[config.mk]
export PLATFORM = sky130hd
export DESIGN_NAME = alu_rr_sched_flat
export DESIGN_NICKNAME = d
export VERILOG_FILES = /design/src/rtl/alu_rr_sched_if.sv /design/src/rtl/alu_rr_sched.sv /design/src/flat_wrapper.sv
export SDC_FILE = /design/constraint.sdc
export NUM_CORES = 1
export LEC_CHECK = 0
export BUFFER_PORTS_ARGS = -buffer_cell sky130_fd_sc_hd__buf_2
export CAP_MARGIN = 10
export CORE_UTILIZATION = 49
export DETAILED_ROUTE_END_ITERATION = 6
export PLACE_DENSITY_LB_ADDON = 0.15
export SKIP_LAST_GASP = 1
export SLEW_MARGIN = 20
export SYNTH_ARGS = -nofsm -noshare
export SYNTH_HDL_FRONTEND = slang
export SYNTH_SLANG_ARGS = --single-unit
[constraint.sdc]
create_clock -name clk -period 3.9 [get_ports clk]
set_input_delay 0.39 -clock clk [delete_from_list [all_inputs] [get_ports clk]]
set_output_delay 0.39 -clock clk [all_outputs]
set_load 0.1 [all_outputs]
[src/rtl/alu_rr_sched_if.sv]
// alu_rr_sched_if: requester request/response channels plus the shared ALU bus
interface alu_rr_sched_if #(parameter int N = 4);
  logic [N-1:0]   req_valid;
  logic [N-1:0]   req_ready;
  logic [3*N-1:0] req_opcode;
  logic [8*N-1:0] req_a;
  logic [8*N-1:0] req_b;
  logic [N-1:0]   rsp_valid;
  logic [N-1:0]   rsp_ready;
  logic [15:0]    rsp_result;
  logic           rsp_err;
  logic [2:0]     alu_opcode;
  logic [7:0]     alu_a;
  logic [7:0]     alu_b;
  logic [15:0]    alu_result;
  logic           alu_valid;
  modport master (
    output req_valid, req_opcode, req_a, req_b, rsp_ready, alu_result, alu_valid,
    input  req_ready, rsp_valid, rsp_result, rsp_err, alu_opcode, alu_a, alu_b
  );
  modport slave (
    input  req_valid, req_opcode, req_a, req_b, rsp_ready, alu_result, alu_valid,
    output req_ready, rsp_valid, rsp_result, rsp_err, alu_opcode, alu_a, alu_b
  );
endinterface

[src/rtl/alu_rr_sched.sv]
// alu_rr_sched: round-robin scheduler sharing one registered-latency ALU among N requesters
module alu_rr_sched #(
  parameter int N = 4,
  parameter int CNT_W = 16,
  localparam int IDX_W = (N > 1) ? $clog2(N) : 1
) (
  input  logic             clk,
  input  logic             rst_n,
  alu_rr_sched_if.slave    bus,
  output logic             busy,
  output logic [CNT_W-1:0] ops_done
);
  typedef enum logic [1:0] {IDLE, ISSUE, CAPTURE, RESP} state_t;
  state_t           r_state, w_next;
  logic [IDX_W-1:0] r_last, r_gnt, w_gnt, w_idx;
  logic             w_found, w_take;
  logic [N-1:0]     w_ready, r_rsp_valid;
  logic [2:0]       r_op;
  logic [7:0]       r_a, r_b;
  logic [15:0]      r_result;
  logic             r_err, r_busy;
  logic [CNT_W-1:0] r_cnt;
  // Scan downward so the last hit is the first valid index after r_last.
  always_comb begin
    w_gnt = r_last;
    w_idx = '0;
    w_found = 1'b0;
    for (int k = N; k >= 1; k--) begin
      w_idx = IDX_W'((int'(r_last) + k) % N);
      if (bus.req_valid[w_idx]) begin
        w_gnt = w_idx;
        w_found = 1'b1;
      end
    end
  end
  always_ff @(posedge clk)
    if (!rst_n) r_state <= IDLE;
    else r_state <= w_next;
  always_comb
    w_next = (r_state == IDLE)    ? (w_found ? ISSUE : IDLE)
           : (r_state == ISSUE)   ? CAPTURE
           : (r_state == CAPTURE) ? RESP
           : (bus.rsp_ready[r_gnt] ? IDLE : RESP);
  always_comb begin
    w_ready = '0;
    w_ready[w_gnt] = (r_state == IDLE) && w_found;
    w_take = (r_state == RESP) && bus.rsp_ready[r_gnt];
  end
  always_ff @(posedge clk) begin
    if (!rst_n) begin
      r_last <= IDX_W'(N - 1);
      r_gnt <= '0;
      r_op <= '0;
      r_a <= '0;
      r_b <= '0;
      r_result <= '0;
      r_err <= 1'b0;
      r_rsp_valid <= '0;
      r_busy <= 1'b0;
      r_cnt <= '0;
    end else begin
      r_busy <= w_next != IDLE;
      if (w_ready != '0) begin
        r_gnt <= w_gnt;
        r_op <= bus.req_opcode[3*w_gnt +: 3];
        r_a <= bus.req_a[8*w_gnt +: 8];
        r_b <= bus.req_b[8*w_gnt +: 8];
      end
      if (r_state == CAPTURE) begin
        r_result <= bus.alu_result;
        r_err <= ~bus.alu_valid;
        r_rsp_valid[r_gnt] <= 1'b1;
      end
      if (w_take) begin
        r_rsp_valid <= '0;
        r_last <= r_gnt;
        r_cnt <= r_cnt + 1'b1;
      end
    end
  end
  assign bus.req_ready = w_ready;
  assign bus.rsp_valid = r_rsp_valid;
  assign bus.rsp_result = r_result;
  assign bus.rsp_err = r_err;
  assign bus.alu_opcode = r_op;
  assign bus.alu_a = r_a;
  assign bus.alu_b = r_b;
  assign busy = r_busy;
  assign ops_done = r_cnt;
endmodule

[src/flat_wrapper.sv]
// flat-port wrapper written by rule: the top's interface ports become plain ports
module alu_rr_sched_flat 
#(
  parameter int N = 4,
  parameter int CNT_W = 16,
  localparam int IDX_W = (N > 1) ? $clog2(N) : 1
)
  (clk, rst_n, busy, ops_done, bus_req_valid, bus_req_opcode, bus_req_a, bus_req_b, bus_rsp_ready, bus_alu_result, bus_alu_valid, bus_req_ready, bus_rsp_valid, bus_rsp_result, bus_rsp_err, bus_alu_opcode, bus_alu_a, bus_alu_b);
  alu_rr_sched_if #(.N(N)) bus_i ();
  input  logic clk;
  input  logic rst_n;
  output logic busy;
  output logic [CNT_W-1:0] ops_done;
  input wire logic [$bits(bus_i.req_valid)-1:0] bus_req_valid;
  input wire logic [$bits(bus_i.req_opcode)-1:0] bus_req_opcode;
  input wire logic [$bits(bus_i.req_a)-1:0] bus_req_a;
  input wire logic [$bits(bus_i.req_b)-1:0] bus_req_b;
  input wire logic [$bits(bus_i.rsp_ready)-1:0] bus_rsp_ready;
  input wire logic [$bits(bus_i.alu_result)-1:0] bus_alu_result;
  input wire logic [$bits(bus_i.alu_valid)-1:0] bus_alu_valid;
  output wire logic [$bits(bus_i.req_ready)-1:0] bus_req_ready;
  output wire logic [$bits(bus_i.rsp_valid)-1:0] bus_rsp_valid;
  output wire logic [$bits(bus_i.rsp_result)-1:0] bus_rsp_result;
  output wire logic [$bits(bus_i.rsp_err)-1:0] bus_rsp_err;
  output wire logic [$bits(bus_i.alu_opcode)-1:0] bus_alu_opcode;
  output wire logic [$bits(bus_i.alu_a)-1:0] bus_alu_a;
  output wire logic [$bits(bus_i.alu_b)-1:0] bus_alu_b;
  assign bus_i.req_valid = bus_req_valid;
  assign bus_i.req_opcode = bus_req_opcode;
  assign bus_i.req_a = bus_req_a;
  assign bus_i.req_b = bus_req_b;
  assign bus_i.rsp_ready = bus_rsp_ready;
  assign bus_i.alu_result = bus_alu_result;
  assign bus_i.alu_valid = bus_alu_valid;
  assign bus_req_ready = bus_i.req_ready;
  assign bus_rsp_valid = bus_i.rsp_valid;
  assign bus_rsp_result = bus_i.rsp_result;
  assign bus_rsp_err = bus_i.rsp_err;
  assign bus_alu_opcode = bus_i.alu_opcode;
  assign bus_alu_a = bus_i.alu_a;
  assign bus_alu_b = bus_i.alu_b;
  alu_rr_sched #(.N(N), .CNT_W(CNT_W)) u_core (.clk(clk), .rst_n(rst_n), .bus(bus_i), .busy(busy), .ops_done(ops_done));
endmodule
# [Word-level counts from Yosys, hierarchy flattened]
# Cells that the tools add are included.
[word_totals] ff_bits=63 output_inout_bits=61 elab_cells=70
[classes] n_addsub=5 multipliers=1 order_cmp=8 eq_ne=3 shift=3 n_mux=27 bitwise_logic=4 reduce_logical=8
[ops] operator="indexed part select 32 x 6 -> 8 bit" count=2
[ops] operator="< comparator 2 x 3 -> 1 bit (second input constant)" count=6
[ops] operator="adder 16 x 1 -> 16 bit (second input constant)" count=1
[ops] operator="two-way mux 2 bit" count=8
[ops] operator="two-way mux 1 bit" count=12
[ops] operator="indexed part select 12 x 5 -> 3 bit" count=1
[ops] operator="binary-select mux 1 bit (select 2 bit)" count=5
[ops] operator="adder 2 x 1 -> 2 bit (second input constant)" count=2
[ops] operator="adder 2 bit (second input constant)" count=2
[ops] operator="AND 4 bit" count=1
[ops] operator="demux 1 bit (select 2 bit)" count=2
[ops] operator="equality test 2 bit (second input constant)" count=2
[ops] operator=">= comparator 2 x 1 -> 1 bit (second input constant)" count=2
[ops] operator="logical AND 1 bit" count=4
[ops] operator="multiplier 2 x 2 -> 4 bit (first input constant)" count=1
[ops] operator="OR 4 bit" count=1
[ops] operator="nonzero test 4 bit" count=1
[ops] operator="equality test 2 x 1 -> 1 bit (second input constant)" count=1
[ops] operator="logical NOT 2 bit" count=1
[ops] operator="NOT 1 bit" count=2
[ops] operator="nonzero test 2 bit" count=1
[ops] operator="OR reduction 2 bit" count=1

# [Logic depth before layout (Yosys ltp)]
# Gate-level depths: netlist (run 1).
[logic_depth] word_depth=13 ltp_mapped=7 depth_no_buf=5

# [Worst setup path before layout (run 1)]
# No wires, ideal clock.
[synth_timing] kind="in2out" from="input port bus_req_valid[3]" to="output port bus_req_ready[1]" arrival_time_ns=2.661 t_required_ns=3.510 slack_ns=0.849 stages=5 n_path_buf=1 path_cell_list="nor4_1 nor3_1 a21boi_1 buf_2 nor2b_1"
[synth_between] elab_chain_len=11 word_cells_on_any_way=23 classes_between="order compare: 2; mux: 18; bitwise: 1; reduce/logical: 2"
[synth_rtl] element="from (decl)" line="flat_wrapper.sv:14" rtl="input wire logic [$bits(bus_i.req_valid)-1:0] bus_req_valid;"
[synth_rtl] element="binary-select mux 1 bit (select 2 bit)" line="alu_rr_sched.sv:30" rtl="if (bus.req_valid[w_idx]) begin"
[synth_rtl] element="two-way mux 1 bit (implied by the code)" line="alu_rr_sched.sv:30"
[synth_rtl] element="two-way mux 2 bit (4 in series)" line="alu_rr_sched.sv:30"
[synth_rtl] element="< comparator 2 x 3 -> 1 bit (implied by the code) or >= comparator 2 x 1 -> 1 bit (tied branches)" line="alu_rr_sched.sv:46" rtl="w_ready[w_gnt] = (r_state == IDLE) && w_found;"
[synth_rtl] element="logical AND 1 bit" line="alu_rr_sched.sv:46"
[synth_rtl] element="two-way mux 1 bit (implied by the code)" line="alu_rr_sched.sv:46"
[synth_rtl] element="demux 1 bit (select 2 bit)"
[synth_rtl] element="AND 4 bit (no source line) (*)"
[synth_rtl] element="to (decl)" line="flat_wrapper.sv:21" rtl="output wire logic [$bits(bus_i.req_ready)-1:0] bus_req_ready;"
# Mark *: on every way between the ends. The rest lies on a longest branch, timed or not. The select of a mux whose other input is x is not followed.

# [Worst setup path after layout (run 1)]
[layout_timing] from="register u_core.r_state[0]" to="output port bus_req_ready[2]"
[layout_between] elab_chain_len=3
[layout_rtl] element="from (decl)" line="alu_rr_sched.sv:14" rtl="state_t r_state, w_next;"
[layout_rtl] element="from (signal assigned)" line="alu_rr_sched.sv:38" rtl="else r_state <= w_next;"
[layout_rtl] element="logical NOT 2 bit" line="alu_rr_sched.sv:46"
[layout_rtl] element="logical AND 1 bit" line="alu_rr_sched.sv:46"
[layout_rtl] element="AND 4 bit (no source line)"
# No other way between the ends.

==> results of run 1 <==
how the worst max path moves through the flow:
stage	start	endpoint	slack, ns	cells after the start
after floorplan	bus_req_valid[3]	bus_req_ready[1]	0.85	5
after global placement	bus_req_valid[3]	bus_req_ready[2]	1.25	7
after detailed placement	bus_req_valid[1]	bus_req_ready[3]	1.21	7
after CTS	u_core.r_state[0]	bus_req_ready[3]	0.99	5
after global routing	u_core.r_state[0]	bus_req_ready[3]	0.83	5
final	u_core.r_state[0]	bus_req_ready[2]	1.0	5
cell usage in the layout, fill, tap and decap left out, drive strengths merged:
cell type and n:
nand3 8, nor2 8, clkinv 1, o221ai 38, o21a 2, nand4 1, nand3b 1, nand2 84
mux4 1, nor3 2, and2 14, nor4 1, nand2b 4, clkbuf 12, o211ai 2, or3 3
inv 40, a31oi 3, o21ai 6, dfxtp 63, o211a 1, bufinv 1, or2 1, a21oi 3
ha 1, a21boi 22, clkinvlp 2, a21o 2, and4 4, xnor2 12, nor2b 5, o2111a 19
buf 168, and3 5
cell families after synthesis:
family,count (synthesis),synth area share (%)
compound gates,98,26.3
xor+xnor,12,3.32
fa+ha+maj,1,0.396
buf+inv,71,8.86
flops,63,39.9
mux,1,0.712
simple gates,141,20.6
cell type report:
type / count / share of cell area, %
repair buffers: 168 / 20.3
well taps: 75 / 2.24
flip-flops and latches: 63 / 30.1
multi-input cells: 253 / 38.8
clock inverters: 4 / 1.28
inverters: 40 / 3.58
clock buffers: 12 / 3.70
metrics by stage:
stage,total power [uW],utilization [%]
floorplan,1410,-
global placement,1570,65.8
detailed placement,1580,65.8
CTS,2150,69.2
global route,2240,69.2
finish,2140,69.2
synthesized netlist by cell type (all sizes together):
library cell / instances / share of area, %
xnor2: 12 / 3.3
o21a: 2 / 0.47
and2: 14 / 2.8
nor3: 2 / 0.32
o221ai: 38 / 11
inv: 40 / 4.7
nor2: 8 / 0.95
nand4: 1 / 0.20
buf: 9 / 1.5
o21ai: 6 / 0.95
nand2b: 4 / 0.79
nand3b: 1 / 0.24
and3: 5 / 0.99
ha: 1 / 0.40
and4: 4 / 1.1
clkbuf: 22 / 2.6
nor2b: 5 / 0.99
dfxtp: 63 / 40
o211ai: 2 / 0.47
a21o: 2 / 0.47
o211a: 1 / 0.32
nor4: 1 / 0.20
mux4: 1 / 0.71
a21oi: 3 / 0.47
o2111a: 19 / 6.8
or3: 3 / 0.59
nand2: 84 / 10
nand3: 8 / 1.3
or2: 1 / 0.20
a21boi: 22 / 5.2
a31oi: 3 / 0.59
registers in the layout (all words and copies together), names as in the netlist:
name                   flops
u_core.r_gnt               2
u_core.bus.rsp_result     16
u_core.bus.alu_opcode      3
u_core.bus.rsp_valid       4
u_core.bus.rsp_err         1
u_core.ops_done           16
u_core.busy                1
u_core.bus.alu_b           8
u_core.bus.alu_a           8
u_core.r_last              2
u_core.r_state             2
layer usage:
layer | wire length (um) | part of all wire, % | vias up | track usage, %
met5 | 0 | 0 | - | 0
met4 | 19 | 0.23 | 0 | 4.74
met3 | 668 | 8.0 | 2 | 8.46
met2 | 4350 | 52 | 114 | 48.3
met1 | 3360 | 40 | 1502 | 27.5
li1 | - | - | 1655 | -
tightest hold or removal path: stages:
cell      delay (ns)
buf_2           0.10
nand2_1         0.04
a21boi_0        0.06
report_power, final:
part | internal (uW) | leakage (uW) | switching [uW]
clock | 331 | 0.0000988 | 249
sequential | 709 | 0.000516 | 40.9
combinational | 178 | 0.00150 | 636
==> reports/metrics.yaml, run 1 <==
outcome:
  run_status: "finished, final reports clean"
global_routing:
  antenna_found_initial: 0
  grt_first_pass_wirelength_um: 13200
  grt_util_all_layers_pct: 25.5
  grt_start_max_net_pins: 59
  grt_remaining_overflow: 0
  via_count_of_the_first_global_routing_pass: 3010
place:
  finalWeightedCongestion: 0.816
  detailedPlacementHpwl_um: 6110
  buffer_ports.inserted: 163
  post_dp_cell_area_um2: 3990
  place_inst: 599
  pre_cts_slack_ns: 1.21
die:
  io-pin-count: 164
  die-width_um: 82.3
  initial_core_util_pct: 52.2
  floorplan.core_area_um2: 6060
  rows: 28
  die_area_um2: 6780
  floorplan.die.height_um: 82.3
synthesis:
  syn-cell-area_um2: 3160
  synth_cell_types: 34
  mappedNetlistNets: 491
  syn-mean-instance-area_um2: 8.17
  syn_inst: 387
  ys_seq_elements: 63
  synth.yosys.seq_area_share_pct: 39.9
  yosysWarningCount: 0
hold_path:
  timing.hold.worst_path_depth: 3
  worst_hold_path_type: "in2reg"
  whs_endpoint: "u_core.bus.rsp_result[1]"
  min_from: "bus_alu_result[1]"
clock_tree:
  clk_pin_slew_worst_paths_ns: 0.07
  clock_root_buffer: "clkbuf_8"
  clk-insertion-delay-late_ns: 0.33
  ctsResizeCount: 0
  clk_path_buf_depth: 2
  cts_buffers: 9
  cts-hold-fix-buffers: 0
  htree_num_levels: 3
  cts.sinks: 63
  tritoncts: "yes"
  cts.repair_timing.setup_buffer_count: 0
detailed_routing:
  detail_route.iter0.violations: 166
  route.detailed.drc: 0
  wl_um: 8400
  routed_wire_length_per_instance_um: 13.7
  post_drt_via_cell_ratio: 5.32
  vias: 3273
  drt-pass1-iter-count: 4
  antenna_left: 0
layout:
  design_area_um2: 4200
  fin_cells: 615
  area_delta_synth_final_pct: 32.7
  area_of_the_multi_input_gates_um2: 1630
  drive_above_1_share_pct: 34.6
  final_nets: 639
  area_occupied_by_registers_um2: 1260
  num_antenna_cells: 0
  filler_instances: 543
timing:
  unrepaired_setup_endpoints_after_global_routing: "false"
  min_period_ns: 2.90
  layout_worst_path_cycle_share_pct: 74.4
  final-max-slew-violation-count: 0
  timing_hold_violations_final: 0
  hold_slack_ns: 0.309
  max_freq_mhz: 345
  final.setup.worst_slack_ns: 0.999
  final.setup.tns_ns: 0
  timing.clock.skew_ns: 0.00720
  worst_slew_slack_as_a_fraction_of_its_limit_pct: 40.3
  final-setup-viol-count: 0
  pin_slew_with_the_least_headroom_to_its_limit_ns: 0.895
worst_setup_path:
  startpoint_type: "flop"
  timing.critical_path.slowest_cell_delay_ns: 0.68
  worst_setup_path_end_kind: "output port"
  critical_path_arrival_ns: 2.51
  cell_chain_of_the_critical_path: "nor3_2 -> buf_4 -> and3_1 -> and2_1 -> buf_2"
  regToRegStartpoint: "u_core.r_last[1]"
  rrSetupSlack_ns: 1.65
  setup.worst_path.class: "reg2out"
  regToRegEndpoint: "u_core.bus.alu_opcode[1]"
  cp_max_fo: 25
  crit_path_top_delay_cell: "and3_1"
  critical-path-top-delay-family: "simple AND/OR/NAND/NOR gates"
  path_buf_inv: 2
  required_ns: 3.51
  ff2ff_path_depth: 7
flow_run:
  max-cap-violations: 0
power_and_ir_drop:
  leakagePower_uw: 0.00212
  max-vdd-ir-drop_v: 0.000333
  total_power_density_per_cell_area_nw_per_um2: 511
(Power assumes the default switching activity.)
==> inputs of run 2 (changes only) <==
Settings changed: ABC_AREA from default to 1, CORE_UTILIZATION 49 to 47.
Clock period 3.9 ns to 2.95 ns, I/O delays scaled along.
==> run 2 against run 1 <==
Against the previous run: die area grew 16%; clock skew grew 0.0052 ns; area after synthesis grew 12%; critical path type unchanged; register-to-register slack lost 1.0 ns; cell count grew 32%; highest routed layer unchanged.
==> reports/metrics.yaml, run 2 <==
die:
  initial_core_util_pct: 48.6  # -3.6 points
  die-width_um: 88.9  # +7.9%
  floorplan.die.height_um: 88.9  # +7.9%
  rows: 31  # +11%
  floorplan.core_area_um2: 7290  # +20%
  io-pin-count: 164  # unchanged
  die_area_um2: 7900  # +16%
worst_setup_path:
  startpoint_type: "flop"
  timing.critical_path.slowest_cell_delay_ns: 0.46  # -0.22 ns
  setup.worst_path.class: "reg2out"
  cp_max_fo: 15  # -40%
  path_buf_inv: 3  # +1
  critical_path_arrival_ns: 2.37  # -0.14 ns
  cell_chain_of_the_critical_path: "inv_2 -> nand2_1 -> nand2_1 -> nand2_1 -> nand2_1 -> clkinv_2 -> nand2_2 -> nand2_2 -> nand2_2 -> nor3_2 -> buf_12"
  critical-path-top-delay-family: "simple AND/OR/NAND/NOR gates"
  timing.critical_path.mode_cell: "nand2_1"
  crit_path_top_delay_cell: "dfxtp_2"
  worst_setup_path_end_kind: "output port"
  required_ns: 2.65  # -0.86 ns
clock_tree:
  ctsResizeCount: 0  # unchanged
  cts.repair_timing.setup_buffer_count: 0  # unchanged
  clk_path_buf_depth: 2  # unchanged
  cts-hold-fix-buffers: 0  # unchanged
  clock_root_buffer: "clkbuf_8"
  cts_buffers: 9  # unchanged
  cts.sinks: 63  # unchanged
  clk_pin_slew_worst_paths_ns: 0.07  # about the same
  tritoncts: "yes"
  htree_num_levels: 3  # unchanged
  clk-insertion-delay-late_ns: 0.33  # about the same
global_routing:
  antenna_found_initial: 0  # unchanged
  via_count_of_the_first_global_routing_pass: 3609  # +20%
  grt_remaining_overflow: 0  # unchanged
  grt_util_all_layers_pct: 24.3  # -1.2 points
  grt_start_max_net_pins: 44  # -25%
  grt_first_pass_wirelength_um: 15100  # +14%
timing:
  timing.clock.skew_ns: 0.0124  # +0.00521 ns
  layout_worst_path_cycle_share_pct: 90.4
  worst_slew_slack_as_a_fraction_of_its_limit_pct: 41.4  # +1.1 points
  pin_slew_with_the_least_headroom_to_its_limit_ns: 0.875  # -0.0206 ns
  min_period_ns: 2.67
  unrepaired_setup_endpoints_after_global_routing: "false"
  max_freq_mhz: 375
  timing_hold_violations_final: 0  # unchanged
  final-setup-viol-count: 0  # unchanged
  final-max-slew-violation-count: 0  # unchanged
  final.setup.tns_ns: 0  # unchanged
  hold_slack_ns: 0.139  # -0.170 ns
place:
  finalWeightedCongestion: 0.868  # +6.4%
  detailedPlacementHpwl_um: 7010  # +15%
  buffer_ports.inserted: 163  # unchanged
  post_dp_cell_area_um2: 4400  # +10%
layout:
  post-route-util_pct: 63.5  # -5.7 points
  mostFrequentLayoutCell: "buf_2"
  drive_above_1_share_pct: 29.8  # -4.9 points
  final_nets: 811  # +27%
  area_delta_synth_final_pct: 30.6
  design_area_um2: 4630  # +10%
  layout_common_cells: "buf_2 (159), nor2_1 (118), nand2_1 (101), nand3_1 (86), dfxtp_1 (62)"
  num_antenna_cells: 0  # unchanged
synthesis:
  mappedNetlistNets: 662  # +35%
  ys_seq_elements: 63  # unchanged
  yosysWarningCount: 0  # unchanged
  synth.cells.most_frequent: "nor2_1 (118), nand2_1 (101), nand3_1 (86)"
  asyncSetResetFlopFracSynth_pct: 0  # unchanged
  synth.yosys.seq_area_share_pct: 35.6  # -4.3 points
  synth_area_leaders: "dfxtp_1 (36%), nor2_1 (12%), nand3_1 (12%), nand2_1 (11%), o21ai_0 (5.1%)"
  synth.top_cell.area_share_pct: 35.6  # -4.3 points
  syn-cell-area_um2: 3550  # +12%
  synth_edf_count: 0  # unchanged
  synth_cell_types: 29  # -15%
  synth_area_leader_cell: "dfxtp_1"
  dominantRegCellSynth: "dfxtp_1"
  syn-mean-instance-area_um2: 6.35  # -22%
  synth.most_common_cell: "nor2_1"
  syn_inst: 558  # +44%
detailed_routing:
  route.detailed.drc: 0  # unchanged
  post_drt_via_cell_ratio: 4.98  # -6.4%
  wl_um: 9590  # +14%
  drt-pass1-iter-count: 5  # +1
  detail_route.iter0.violations: 152  # -8.4%
  vias: 4040  # +23%
  antenna_left: 0  # unchanged
  routed_wire_length_per_instance_um: 11.8  # -13%
power_and_ir_drop:
  total_power_uw: 3520  # +64%
  total_power_density_per_cell_area_nw_per_um2: 761  # +49%
  max-vdd-ir-drop_v: 0.000437  # +31%
  leakagePower_uw: 0.00248  # +17%
flow_run:
  max-cap-violations: 0  # unchanged
hold_path:
  worst_hold_path_type: "in2reg"
outcome:
  run_status: "finished, final reports clean"
-- run 2: cell types whose count changed in the layout (fill, tap and decap cells not counted), sizes merged, moves of 19 or more --
cell    previous run  this run
o221ai            38         0
nor2               8       118
nand3              8        88
nand2             84       117
o21ai              6        36
a21boi            22         0
o2111a            19         0
-- run 2: cell type report --
type                            count  area, um^2
Multi-Input combinational cell    411        1910
Clock buffer                        9         124
Fill cell                         746        2660
Inverter                           53         200
Tap cell                           99         124
Timing Repair Buffer              169         908
Clock inverter                      7         104
Sequential cell                    63        1260
-- run 2: per-stage QoR --
stage          worst slack, ns  std cells
2_1_floorplan            0.141        558
3_3_place_gp             0.504        795
3_5_place_dp             0.411        795
4_1_cts                 0.0229        811
5_1_grt                 0.0772        811
6_report                 0.282        811
-- run 2: kinds of logic (layout without fill, tap and decap cells) --
family / after synthesis / in the layout / share of synthesized area, %
compound gates: 63 / 63 / 9.32
xor+xnor: 8 / 8 / 1.98
fa+ha+maj: 1 / 1 / 0.353
buf+inv: 84 / 238 / 11.0
flops: 63 / 63 / 35.6
simple gates: 339 / 339 / 41.8
-- run 2: final timing paths --
check | from | end | slack [ns] | cells past startpoint
max reg2reg | u_core.r_last[0] | u_core.bus.alu_a[2] | 0.65 | 14
max | u_core.r_last[0] | bus_req_ready[3] | 0.28 | 11
min | bus_alu_valid | u_core.bus.rsp_err | 0.14 | 2
min reg2reg | u_core.bus.rsp_valid[1] | u_core.bus.rsp_valid[1] | 0.48 | 2
-- run 2: report_power, final --
part	switching (uW)	internal [uW]
sequential	67.8	963
clock	365	488
combinational	1290	349
-- run 2: routing by layer --
metal,part of all wire (%),global-route usage (%)
met5,0,0
met4,2.3,10.4
met3,4.7,4.85
met2,50,44.4
met1,43,27.3
==> inputs of run 3 (changes only) <==
Settings changed: REMOVE_ABC_BUFFERS from default to 1.
==> run 3 against run 2 <==
Against the previous run: worst hold slack worse by 0.017 ns; clock power up 8.7%; combinational power barely moved; cell count is 0.12% higher; routed wire length grew 3.5%; sequential cell count unchanged; core utilization rose by 0.55 points; first-iteration DRC count up 33%; largest power group unchanged; highest routed layer unchanged.
==> reports/metrics.yaml, run 3 (synthesis gave the netlist of run 2 again) <==
outcome:
  run_status: "finished, final reports clean"
power_and_ir_drop:
  combinationalPowerShare_pct: 45.9  # -0.6 points
  max-vdd-ir-drop_v: 0.000469  # +7.4%
  power.share.clock_pct: 25.6  # +1.4 points
  switching_share_pct: 47.5  # -1.4 points
  p_sw_uw: 1720  # -0.25%
  sequentialPowerShare_pct: 28.4  # -0.9 points
  total_power_uw: 3620  # +2.7%
  leakagePower_uw: 0.00250  # +0.68%
  internal-power_uw: 1900  # +5.5%
  total_power_density_per_cell_area_nw_per_um2: 774  # +1.8%
global_routing:
  antenna_found_initial: 0  # unchanged
  grt_util_all_layers_pct: 24.8  # +0.50 points
  via_count_of_the_first_global_routing_pass: 3616  # +0.19%
  grt_remaining_overflow: 0  # unchanged
  grt_first_pass_wirelength_um: 15300  # +1.5%
  grt_start_max_net_pins: 46  # +4.5%
worst_setup_path:
  rrSetupSlack_ns: 0.81  # +0.16 ns
  critical_path_arrival_ns: 2.44  # +0.07 ns
  crit_path_top_delay_cell: "dfxtp_2"
  setup.worst_path.class: "reg2out"
  required_ns: 2.65  # about the same
  ff2ff_path_depth: 13  # -1
  regToRegEndpoint: "u_core.bus.alu_b[4]"
  timing.critical_path.mode_cell: "nand2_1"
  cell_chain_of_the_critical_path: "inv_2 -> nand2_1 -> nand2_1 -> nand2_1 -> nand2_1 -> clkinv_2 -> nand3_2 -> nand2_8 -> nand2_1 -> nor2_1 -> buf_12"
  timing.critical_path.slowest_cell_delay_ns: 0.45  # about the same
  worst_setup_path_end_kind: "output port"
  regToRegStartpoint: "u_core.r_last[0]"
  startpoint_type: "flop"
  cp_max_fo: 13  # -2
clock_tree:
  cts.repair_timing.setup_buffer_count: 0  # unchanged
  htree_num_levels: 3  # unchanged
  tritoncts: "yes"
  clk_path_buf_depth: 2  # unchanged
  clk_pin_slew_worst_paths_ns: 0.07  # about the same
  cts_buffers: 9  # unchanged
  clk-insertion-delay-late_ns: 0.34  # about the same
  cts.sinks: 63  # unchanged
  clock_root_buffer: "clkbuf_8"
timing:
  final-setup-viol-count: 0  # unchanged
  min_period_ns: 2.73  # +0.0645 ns
  layout_worst_path_cycle_share_pct: 92.6  # +2.2 points
  final-max-slew-violation-count: 0  # unchanged
  timing.clock.skew_ns: 0.00992  # -0.00249 ns
  worst_slew_slack_as_a_fraction_of_its_limit_pct: 63.9  # +23 points
  max_freq_mhz: 366  # -2.4%
  pin_slew_with_the_least_headroom_to_its_limit_ns: 0.538  # -0.337 ns
  timing_hold_violations_final: 0  # unchanged
  hold_slack_ns: 0.121  # -0.0174 ns
  unrepaired_setup_endpoints_after_global_routing: "false"
  final.setup.tns_ns: 0  # unchanged
die:
  die_area_um2: 7900  # unchanged
  floorplan.die.height_um: 88.9  # unchanged
  floorplan.core_area_um2: 7290  # unchanged
  io-pin-count: 164  # unchanged
  rows: 31  # unchanged
  initial_core_util_pct: 48.6  # unchanged
  die-width_um: 88.9  # unchanged
hold_path:
  worst_hold_path_type: "in2reg"
  min_from: "bus_alu_valid"
  timing.hold.worst_path_depth: 2  # unchanged
  whs_endpoint: "u_core.bus.rsp_err"
detailed_routing:
  detail_route.iter0.violations: 202  # +33%
  routed_wire_length_per_instance_um: 12.2  # +3.4%
  post_drt_via_cell_ratio: 5.04  # +1.2%
  wl_um: 9930  # +3.5%
  route.detailed.drc: 0  # unchanged
  antenna_left: 0  # unchanged
  drt-pass1-iter-count: 6  # +1
  vias: 4095  # +1.4%
layout:
  area_of_the_multi_input_gates_um2: 1930  # +0.92%
  mostFrequentLayoutCell: "buf_2"
  area_occupied_by_registers_um2: 1260  # unchanged
  num_antenna_cells: 0  # unchanged
  filler_instances: 739  # -0.94%
  layout_common_cells: "buf_2 (159), nor2_1 (118), nand2_1 (101), nand3_1 (86), dfxtp_1 (62)"
  post-route-util_pct: 64.1  # +0.55 points
  final_nets: 812  # +0.12%
  drive_above_1_share_pct: 29.7  # -0.042 points
  fin_cells: 812  # +0.12%
  area_delta_synth_final_pct: 31.8
place:
  finalWeightedCongestion: 0.837  # -3.6%
  place_inst: 794  # -0.13%
  detailedPlacementHpwl_um: 6870  # -1.9%
  buffer_ports.inserted: 163  # unchanged
flow_run:
  max-cap-violations: 0  # unchanged
[run 3: changes by cell type in the layout (fill, tap and decap cells not counted), sizes merged]
cell	delta
nand2	+2
bufinv	+1
inv	-3
clkinvlp	+1
[run 3: through the flow]
stage | setup WS, ns | area, um^2
after global routing | 0.000523 | 4670
final | 0.217 | 4670
after detailed placement | 0.418 | 4400
after global placement | 0.534 | 4400
after CTS | 0.0494 | 4640
after floorplan | -2.19 | 3360
[run 3: layer usage]
layer / up-vias / track usage (%) / routed length [um]
met2: 148 / 44.8 / 4940
li1: 2088 / - / -
met5: - / 0 / 0
met4: 0 / 8.65 / 107
met3: 14 / 7.00 / 733
met1: 1845 / 27.8 / 4150
[run 3: worst max-delay path by stage]
stage                           start                to  slack, ns  cells after the start
floorplan           u_core.r_state[0]  bus_req_ready[2]      -2.19                      3
global placement     u_core.r_last[0]  bus_req_ready[1]       0.53                     11
detailed placement   u_core.r_last[0]  bus_req_ready[1]       0.42                     11
CTS                  u_core.r_last[0]  bus_req_ready[1]       0.05                     11
global route         u_core.r_last[0]  bus_req_ready[1]     0.0005                     11
finish               u_core.r_last[0]  bus_req_ready[1]       0.22                     11
[run 3: final cells by class]
type	count	area share (%)
clock inverter	6	2.30
timing repair buffer	168	19.6
multi-input combinational	413	41.2
tap	99	2.65
clock buffer	10	2.95
inverter	53	4.28
sequential	63	27.0
[run 3: worst max-delay path: cells and delay by family (launching register included)]
kind	cells	cell delay, ns
and+or+nand+nor	8	1.26
DFF	1	0.45
buffers and inverters	3	0.40
[run 3: power by group through the flow]
stage | Clock [uW] | Combinational (uW) | Sequential, uW
final | 927 | 1660 | 1030
after global routing | 987 | 1770 | 1050
after CTS | 942 | 1650 | 1030
after detailed placement | 0 | 1640 | 1040
after global placement | 0 | 1630 | 1040
after floorplan | 0 | 565 | 1760
[run 3: repair_timing]
action,CTS,global route
hold buffers,0,0
resized for setup,0,2
endpoints found under the setup margin,0,3
